--- src/rtl/pusch_tx_sample_buffer.sv ---
// pusch_tx_sample_buffer
// Scales the IFFT/CP complex sample stream by an arithmetic right shift,
// saturates each component to the DAC word width and buffers the result in a
// first-word-fall-through FIFO. A small IDLE/STREAM state machine primes the
// FIFO at burst start so the RF front end sees a gap-free burst.
// Optional feature macro: PUSCH_TX_ROUND_EN (round half up before saturation).
module pusch_tx_sample_buffer #(
   parameter int IN_WIDTH    = 26,
   parameter int OUT_WIDTH   = 16,
   parameter int SHIFT       = 8,
   parameter int DEPTH       = 16,
   parameter int PRIME_LEVEL = 8
) (
   input  logic                     clk,
   input  logic                     reset,
   input  logic                     enable,
   input  logic [IN_WIDTH-1:0]      in_r,
   input  logic [IN_WIDTH-1:0]      in_i,
   input  logic                     in_valid,
   input  logic                     out_ready,
   output logic [OUT_WIDTH-1:0]     out_r,
   output logic [OUT_WIDTH-1:0]     out_i,
   output logic                     out_valid,
   output logic [$clog2(DEPTH):0]   fill_level,
   output logic                     sat_pulse,
   output logic                     overflow,
   output logic                     burst_done
);

   localparam int AW = $clog2(DEPTH);
   // One extra bit so the rounding addition can never wrap.
   localparam int SW = IN_WIDTH + 1;

   localparam logic signed [SW-1:0] SAT_MAX = SW'((64'd1 << (OUT_WIDTH - 1)) - 64'd1);
   localparam logic signed [SW-1:0] SAT_MIN = ~SAT_MAX;
   localparam logic [OUT_WIDTH-1:0] OUT_MAX = {1'b0, {(OUT_WIDTH - 1){1'b1}}};
   localparam logic [OUT_WIDTH-1:0] OUT_MIN = {1'b1, {(OUT_WIDTH - 1){1'b0}}};

   localparam logic [AW:0] PRIME_FILL = (AW + 1)'(PRIME_LEVEL);
   localparam logic [AW:0] DEPTH_FILL = (AW + 1)'(DEPTH);

`ifdef PUSCH_TX_ROUND_EN
   // Half an output LSB; zero when no shift is applied (nothing to round).
   localparam int RND_POS = (SHIFT > 0) ? SHIFT - 1 : 0;
   localparam logic signed [SW-1:0] HALF_LSB = (SHIFT > 0) ? (SW'(1) << RND_POS) : '0;
`endif

   typedef enum logic {
      IDLE   = 1'b0,
      STREAM = 1'b1
   } state_t;

   // Component 0 is real, component 1 is imaginary.
   logic signed [IN_WIDTH-1:0] comp_in [2];
   logic [OUT_WIDTH-1:0]       scaled [2];
   logic [1:0]                 sat_hi;
   logic [1:0]                 sat_lo;

   logic                       stage_valid_reg;
   logic [OUT_WIDTH-1:0]       stage_r_reg;
   logic [OUT_WIDTH-1:0]       stage_i_reg;
   logic                       stage_sat_reg;

   logic [2*OUT_WIDTH-1:0]     mem [DEPTH];
   logic [AW-1:0]              wr_ptr_reg;
   logic [AW-1:0]              rd_ptr_reg;
   logic [AW:0]                fill_reg;
   logic [AW:0]                fill_next;
   logic                       overflow_reg;
   logic                       sat_pulse_reg;
   logic                       burst_done_reg;

   state_t                     state_reg;
   state_t                     state_next;
   logic                       out_valid_c;

   logic                       in_take;
   logic                       full;
   logic                       rd_fire;
   logic                       wr_en;
   logic [2*OUT_WIDTH-1:0]     head;

   assign comp_in[0] = in_r;
   assign comp_in[1] = in_i;
   assign in_take    = in_valid && enable;

   genvar gi;
   generate
      for (gi = 0; gi < 2; gi++) begin : g_comp
         logic signed [SW-1:0] ext;
         logic signed [SW-1:0] rnd;
         logic signed [SW-1:0] shf;

         assign ext = {comp_in[gi][IN_WIDTH-1], comp_in[gi]};
`ifdef PUSCH_TX_ROUND_EN
         assign rnd = ext + HALF_LSB;
`else
         assign rnd = ext;
`endif
         assign shf        = rnd >>> SHIFT;
         assign sat_hi[gi] = (shf > SAT_MAX);
         assign sat_lo[gi] = (shf < SAT_MIN);
         assign scaled[gi] = sat_hi[gi] ? OUT_MAX :
                             (sat_lo[gi] ? OUT_MIN : shf[OUT_WIDTH-1:0]);
      end
   endgenerate

   // Stage 1: capture the scaled, saturated sample and its saturation flag.
   always_ff @(posedge clk or posedge reset) begin
      if (reset) begin
         stage_valid_reg <= 1'b0;
         stage_r_reg     <= '0;
         stage_i_reg     <= '0;
         stage_sat_reg   <= 1'b0;
      end else begin
         stage_valid_reg <= in_take;
         if (in_take) begin
            stage_r_reg   <= scaled[0];
            stage_i_reg   <= scaled[1];
            stage_sat_reg <= (|sat_hi) || (|sat_lo);
         end
      end
   end

   assign full    = (fill_reg == DEPTH_FILL);
   assign rd_fire = out_valid_c && out_ready;
   // A full FIFO still accepts a write when the head leaves on the same edge.
   assign wr_en   = stage_valid_reg && (!full || rd_fire);

   always_comb begin
      fill_next = fill_reg;
      case ({wr_en, rd_fire})
         2'b10:   fill_next = fill_reg + 1'b1;
         2'b01:   fill_next = fill_reg - 1'b1;
         default: fill_next = fill_reg;
      endcase
   end

   // Sample storage; contents need no reset because pointers gate visibility.
   always_ff @(posedge clk) begin
      if (wr_en) begin
         mem[wr_ptr_reg] <= {stage_r_reg, stage_i_reg};
      end
   end

   // Stage 2: pointers, occupancy, sticky overflow and the saturation pulse.
   always_ff @(posedge clk or posedge reset) begin
      if (reset) begin
         wr_ptr_reg    <= '0;
         rd_ptr_reg    <= '0;
         fill_reg      <= '0;
         overflow_reg  <= 1'b0;
         sat_pulse_reg <= 1'b0;
      end else begin
         if (wr_en) begin
            wr_ptr_reg <= wr_ptr_reg + 1'b1;
         end
         if (rd_fire) begin
            rd_ptr_reg <= rd_ptr_reg + 1'b1;
         end
         fill_reg      <= fill_next;
         overflow_reg  <= overflow_reg || (stage_valid_reg && full && !rd_fire);
         sat_pulse_reg <= stage_valid_reg && stage_sat_reg;
      end
   end

   // Burst state register and end-of-burst pulse.
   always_ff @(posedge clk or posedge reset) begin
      if (reset) begin
         state_reg      <= IDLE;
         burst_done_reg <= 1'b0;
      end else begin
         state_reg      <= state_next;
         burst_done_reg <= (state_reg == STREAM) && (fill_reg == '0);
      end
   end

   // Priming / flush decisions and output qualification.
   always_comb begin
      state_next  = state_reg;
      out_valid_c = 1'b0;
      case (state_reg)
         IDLE: begin
            // Start once primed, or flush a short burst once nothing more is coming.
            if ((fill_reg >= PRIME_FILL) ||
                (!stage_valid_reg && !in_take && (fill_reg != '0))) begin
               state_next = STREAM;
            end
         end
         STREAM: begin
            out_valid_c = (fill_reg != '0);
            if (fill_reg == '0) begin
               state_next = IDLE;
            end
         end
         default: begin
            state_next = IDLE;
         end
      endcase
   end

   assign head       = mem[rd_ptr_reg];
   assign out_valid  = out_valid_c;
   // Outputs read as zero whenever no sample is being offered.
   assign out_r      = out_valid_c ? head[2*OUT_WIDTH-1:OUT_WIDTH] : '0;
   assign out_i      = out_valid_c ? head[OUT_WIDTH-1:0] : '0;
   assign fill_level = fill_reg;
   assign sat_pulse  = sat_pulse_reg;
   assign overflow   = overflow_reg;
   assign burst_done = burst_done_reg;

endmodule

--- config.mk ---
export PLATFORM = sky130hd
export DESIGN_NAME = pusch_tx_sample_buffer
export DESIGN_NICKNAME = d
export VERILOG_FILES = /design/src/rtl/pusch_tx_sample_buffer.sv
export SDC_FILE = /design/constraint.sdc
export NUM_CORES = 1
export LEC_CHECK = 0
export ABC_AREA = 1
export CELL_PAD_IN_SITES_DETAIL_PLACEMENT = 1
export CELL_PAD_IN_SITES_GLOBAL_PLACEMENT = 1
export CORE_MARGIN = 2
export CORE_UTILIZATION = 54
export CTS_CLUSTER_SIZE = 25
export DETAILED_ROUTE_END_ITERATION = 10
export PLACE_DENSITY_LB_ADDON = 0.1
export SETUP_SLACK_MARGIN = 0.3
export SYNTH_ARGS = -nofsm -noshare
export SYNTH_HDL_FRONTEND = slang
export SYNTH_SLANG_ARGS = --single-unit
--- constraint.sdc ---
create_clock -name clk -period 5.6 [get_ports clk]
set_input_delay 0.56 -clock clk [delete_from_list [all_inputs] [get_ports clk]]
set_output_delay 0.56 -clock clk [all_outputs]
set_load 0.02 [all_outputs]
# Word level (Yosys, flattened, before mapping)
# Memory sizes are Yosys's and may differ from the RTL's.
# Index checks and enable logic that the tools add are counted.
# W data, S select, Z words.
word_totals:
  word_cells: 60
  reg_bits: 51
  mem_bits_rw: 512
  n_memories: 1
  inputBits: 57
op_classes:
  n_eq_ne: 3
  add_sub_neg: 4
  order_cmp: 5
  bitwise: 1
  muxes: 13
  reduce_logical: 22
memory_table:
  columns: ["memory", "depth", "width", "rd", "rd_ports_with_merged_regs", "write_ports", "line", "rtl"]
  rows:
  - ["mem", 16, 32, 1, 0, 1, "64", "logic [2*OUT_WIDTH-1:0] mem [DEPTH];"]
ops:
  columns: ["op", "n"]
  rows:
  - ["$mux W16", 6]
  - ["$gt A18 B16 Y1 const B", 2]
  - ["$lt A18 B16 Y1 const B", 2]
  - ["$pmux W5 S2", 1]
  - ["$logic_and A1 B1 Y1", 9]
  - ["$add A4 B1 Y4 const B", 2]
  - ["$add A5 B1 Y5 const B", 1]
  - ["$eq A5 B5 Y1 const B", 1]
  - ["$ge A5 B4 Y1 const B", 1]
  - ["$logic_not A5 Y1", 1]
  - ["$mux W1", 5]
  - ["$reduce_bool A5 Y1", 1]
  - ["$sub A5 B1 Y5 const B", 1]
  - ["$logic_not A1 Y1", 4]
  - ["$logic_or A1 B1 Y1", 4]
  - ["$reduce_or A2 Y1", 2]
  - ["$eq A2 B1 Y1 const B", 1]
  - ["$eq A2 B2 Y1 const B", 1]
  - ["$pmux W1 S2", 1]
  - ["$reduce_bool A2 Y1", 1]
  - ["$not A1 Y1", 1]

# Logic depth before layout (Yosys ltp)
logic_depth:
  word_depth: 7
  mapped_depth: 16
  ltp_nobuf: 16

# Worst setup path after synthesis
# OpenSTA, ideal clock, no wires.
synth_path:
  path_type: "register to register"
  start: "register fill_reg[0] (netlist: fill_level[0])"
  end: "memory mem[11][0] in the netlist's numbering, enable pin"
  period_less_slack_ns: 3.050
  required_ns: 5.179
  t_arrival_ns: 2.629
  path_stages_with_launch: 9
  path_slack_ns: 2.550
  path_cell_list: "dfrtp_1 > nor2_1 > nand3_2 > nand3_4 > nand2_1 > nand2_1 > inv_2 > nand2_1 > nor2_1"
synth_between:
  elab_chain_len: 7
  elab_cells_between_ends: 9
  cone_classes: "eq/ne (1); mux (3); reduce/logical (5)"
synth_lines:
  columns: ["element", "line", "rtl"]
  rows:
  - ["start, declared", "67", "logic [AW:0] fill_reg;"]
  - ["start signal, assigned", "161", "fill_reg <= fill_next;"]
  - ["$reduce_bool A5 Y1", "191", "out_valid_c = (fill_reg != '0);"]
  - ["$mux W1", "182", "case (state_reg)"]
  - ["$logic_and A1 B1 Y1", "126", "assign rd_fire = out_valid_c && out_ready;"]
  - ["$logic_or A1 B1 Y1 (*)", "128", "assign wr_en = stage_valid_reg && (!full || rd_fire);"]
  - ["$logic_and A1 B1 Y1 (*)", "128", null]
  - ["$mux W1 (*)", "141", "if (wr_en) begin"]
  - ["$mux W1 (implied by the code) (*)", "142", "mem[wr_ptr_reg] <= {stage_r_reg, stage_i_reg};"]
  - ["end, declared", "64", null]
# Every way passes the cells marked *; elsewhere a longest branch is shown, timed or not.

# Worst setup path in the final report
layout_path:
  start: "register rd_ptr_reg[2]"
  end: "output out_r[11]"
layout_between:
  elab_chain_len: 2
layout_lines:
  columns: ["element", "line", "rtl"]
  rows:
  - ["start, declared", "66", "logic [AW-1:0] rd_ptr_reg;"]
  - ["start signal, assigned", "159", "rd_ptr_reg <= rd_ptr_reg + 1'b1;"]
  - ["$mem_v2 Z16 W32", null, null]
  - ["$mux W16", "205", "assign out_r = out_valid_c ? head[2*OUT_WIDTH-1:OUT_WIDTH] : '0;"]
  - ["end, declared", "21", "output logic [OUT_WIDTH-1:0] out_r,"]
# No other way between the ends.

==> key figures <==
Run status
  • Status: finished clean

Synthesis
  • Mapped Area: about 23000 µm²
  • Post-synth top area cell: edfxtp_1
  • Most common cell in the netlist: edfxtp_1
  • Post-synth top cells: edfxtp_1, o21ai_1, nand2_1
  • Area contributors post-synth: edfxtp_1, mux2i_1, dfrtp_1
  • Yosys reg bits: about 560
  • Syn_nets: around 1800
  • Post-synthesis cell count: between 1500 and 2000
  • Sequential area share after synthesis: 0.7124
  • EDFF count, synth: 512
  • Post-synthesis cell type count: 36
  • Average cell area after synthesis: about 14 µm²
  • Synth Flop Type: edfxtp_1
  • Warnings from Yosys: 0
  • Asr flop ratio synth: 0.09059
  • Post-synth top area share: 0.6578

Drt
  • Final wirelength: about 60000 µm
  • WL met2: approximately 30000 µm
  • Total number of vias: about 14000
  • Post-Route M1 WL: around 25000 µm
  • Avg WL per Cell: approximately 25 µm
  • 1st-iter DRT viols: about 1200
  • Met3 wire length: around 3000 µm
  • DRC viols: 0
  • Vias per cell: between 5 and 6
  • Pre-antenna DRT Iters: 7
  • Antenna viol nets, final: 0
  • DR top layer: met4

Die
  • Site Rows: 76
  • Full die area: roughly 45000 µm²
  • Initial core utilization: 0.5450
  • Die W: roughly 210 µm
  • # IOs: a little under 100
  • Core box area: roughly 43000 µm²
  • Die Height: between 200 and 250 µm

Placement
  • Dpl hpwl: 32710 µm
  • IO buf count: 81
  • Final Wtd Congestion: 0.7698
  • Dpl ws: about 1.6 ns

Critical path
  • Reg2reg start: fill_level[0]$_DFFE_PP0P_
  • Reg2reg end: mem[0][27]$_DFFE_PP_
  • CP arrival: slightly above 4 ns
  • Flop2flop setup slack: 2.42 ns
  • FF-to-FF path depth: 9
  • Critical Path RT: between 5 and 6 ns
  • Crit start category: flop
  • Worst Path Max Fanout: 51
  • Crit end category: output port
  • Setup CP Type: flop to output port

Finish
  • Area growth from synthesis to layout: 13.80%
  • Nets: ~1900
  • Share of layout cells above drive strength 1: 0.1232
  • Max reg flops: between 500 and 600

Clock network
  • Resized Gates After CTS: 0
  • Worst-Skew Late Latency: 0.61 ns
  • Hold_buf cts: 0
  • CTS tree: built
  • Clk slew on worst S/H paths: around 0.06 ns
  • Clock H-tree levels: 2
  • CTS Buf Count: 57
  • Clock buffer depth: 3
  • Postcts setup bufs: 0
  • CTS sink cnt: roughly 560
  • Root Buffer: clkbuf_16

STA
  • Setup violations, final: 0
  • Final Hold Vio Count: 0
  • Fmax: between 200 and 250 MHz
  • Slew HR: 0.2713
  • RSZ-0062 raised after global routing: no
  • Final WS setup: 1.000 ns
  • Worst Tran Pin Value: approximately 1.1 ns
  • Post-layout min period: between 4 and 5 ns
  • Setup TNS: 0 ns
  • Final worst path period share: 0.8214
  • Hold_ws: 0.4762 ns
  • Final Max Slew Viols: 0
  • Final worst clock skew: roughly 0.0097 ns

Job
  • Max Cap Viol: 0

Power
  • Max VDD drop: a little over 0.3 mV
  • Power Density: roughly 540 nW/µm²
  • Leakage Power: approximately 10 nW

Global routing
  • Overflow after GRT: 0
  • All-Layer GR Usage: 0.2737
  • Largest net degree at the start of global routing: roughly 120
  • Vias in the first global route: ~15000
  • Initial antenna violation count: 1
  • First-pass GRT wire length: just over 90000 µm

Min path
  • Min-delay worst type: flop to flop
  • Hold Path Sink: overflow$_DFF_PP0_
  • Hold path cells: 1
  • Hold path start: overflow$_DFF_PP0_
[critical path, cell delays in order (launching register included)]
cell and delay, ns:
dfrtp_2 0.34, buf_4 0.45, clkinv_2 0.86, buf_12 0.50
o211ai_1 0.13, o21ai_1 0.11, a211oi_2 0.32, clkdlybuf4s50_1 0.68
[cell usage in the layout (no fill, tap or decap), drive strengths merged, types with 19 or more instances in the layout]
cell	count
o21ai	291
o211ai	32
edfxtp	512
a211oi	32
inv	152
buf	32
a21oi	131
nor2	76
clkinv	19
clkdlybuf4s50	81
dfrtp	51
mux2i	128
clkbuf	87
nand2	190
[metrics by stage]
stage          cell area [µm²]  std cells    util  total power, mW
2_1_floorplan            23370       1731       -            8.949
3_3_place_gp             24670       2328  0.5753            10.40
3_5_place_dp             24670       2328  0.5753            10.59
4_1_cts                  26600       2436  0.6201            14.53
5_1_grt                  26600       2436  0.6201            15.11
6_report                 26600       2437  0.6202            14.42
[how the worst max path moves through the flow]
stage,endpoint,slack (ns),from,depth (start not counted)
floorplan,mem[11][0]$_DFFE_PP_,2.55,fill_level[0]$_DFFE_PP0P_,8
global placement,out_r[11],1.55,rd_ptr_reg[2]$_DFFE_PP0N_,7
detailed placement,out_r[11],1.56,rd_ptr_reg[2]$_DFFE_PP0N_,7
CTS,out_r[11],0.87,rd_ptr_reg[2]$_DFFE_PP0N_,7
global route,out_r[11],0.79,rd_ptr_reg[2]$_DFFE_PP0N_,7
finish,out_r[11],1.00,rd_ptr_reg[2]$_DFFE_PP0N_,7
[where the power goes]
part           switching [mW]  leakage [nW]  internal (mW)  total, mW
logic                    3.23          3.52           1.90       5.13
registers               0.397          5.29           4.98       5.38
clock network            1.59         0.944           2.32       3.91
[layer usage]
| layer | up-vias | GRT usage |
|---|---|---|
| met5 | - | 0 |
| met2 | 427 | 0.4800 |
| met1 | 7261 | 0.3522 |
| met3 | 105 | 0.04018 |
| li1 | 6366 | - |
| met4 | 0 | 0.08742 |
[kinds of logic (layout without fill, tap and decap cells)]
logic type,Yosys count,after routing,share of synthesized area
flops,563,563,0.7124
compound gates,491,491,0.1251
simple gates,275,275,0.04620
buf+inv,258,378,0.05434
mux,128,128,0.05482
xor+xnor,9,9,0.003373
fa+ha+maj,7,7,0.003747
other cells,0,1,0
[layout make-up]
| type | count | area (µm²) |
|---|---|---|
| diodes | 1 | 2.502 |
| clock buffers | 87 | 1662 |
| flip-flops and latches | 563 | 16660 |
| clock inverters | 21 | 262.8 |
| inverters | 157 | 600.6 |
| well taps | 585 | 732.0 |
| fillers | 4042 | 16290 |
| repair buffers | 113 | 1101 |
| multi-input cells | 910 | 5578 |
Power figures use the tool's default switching activity.
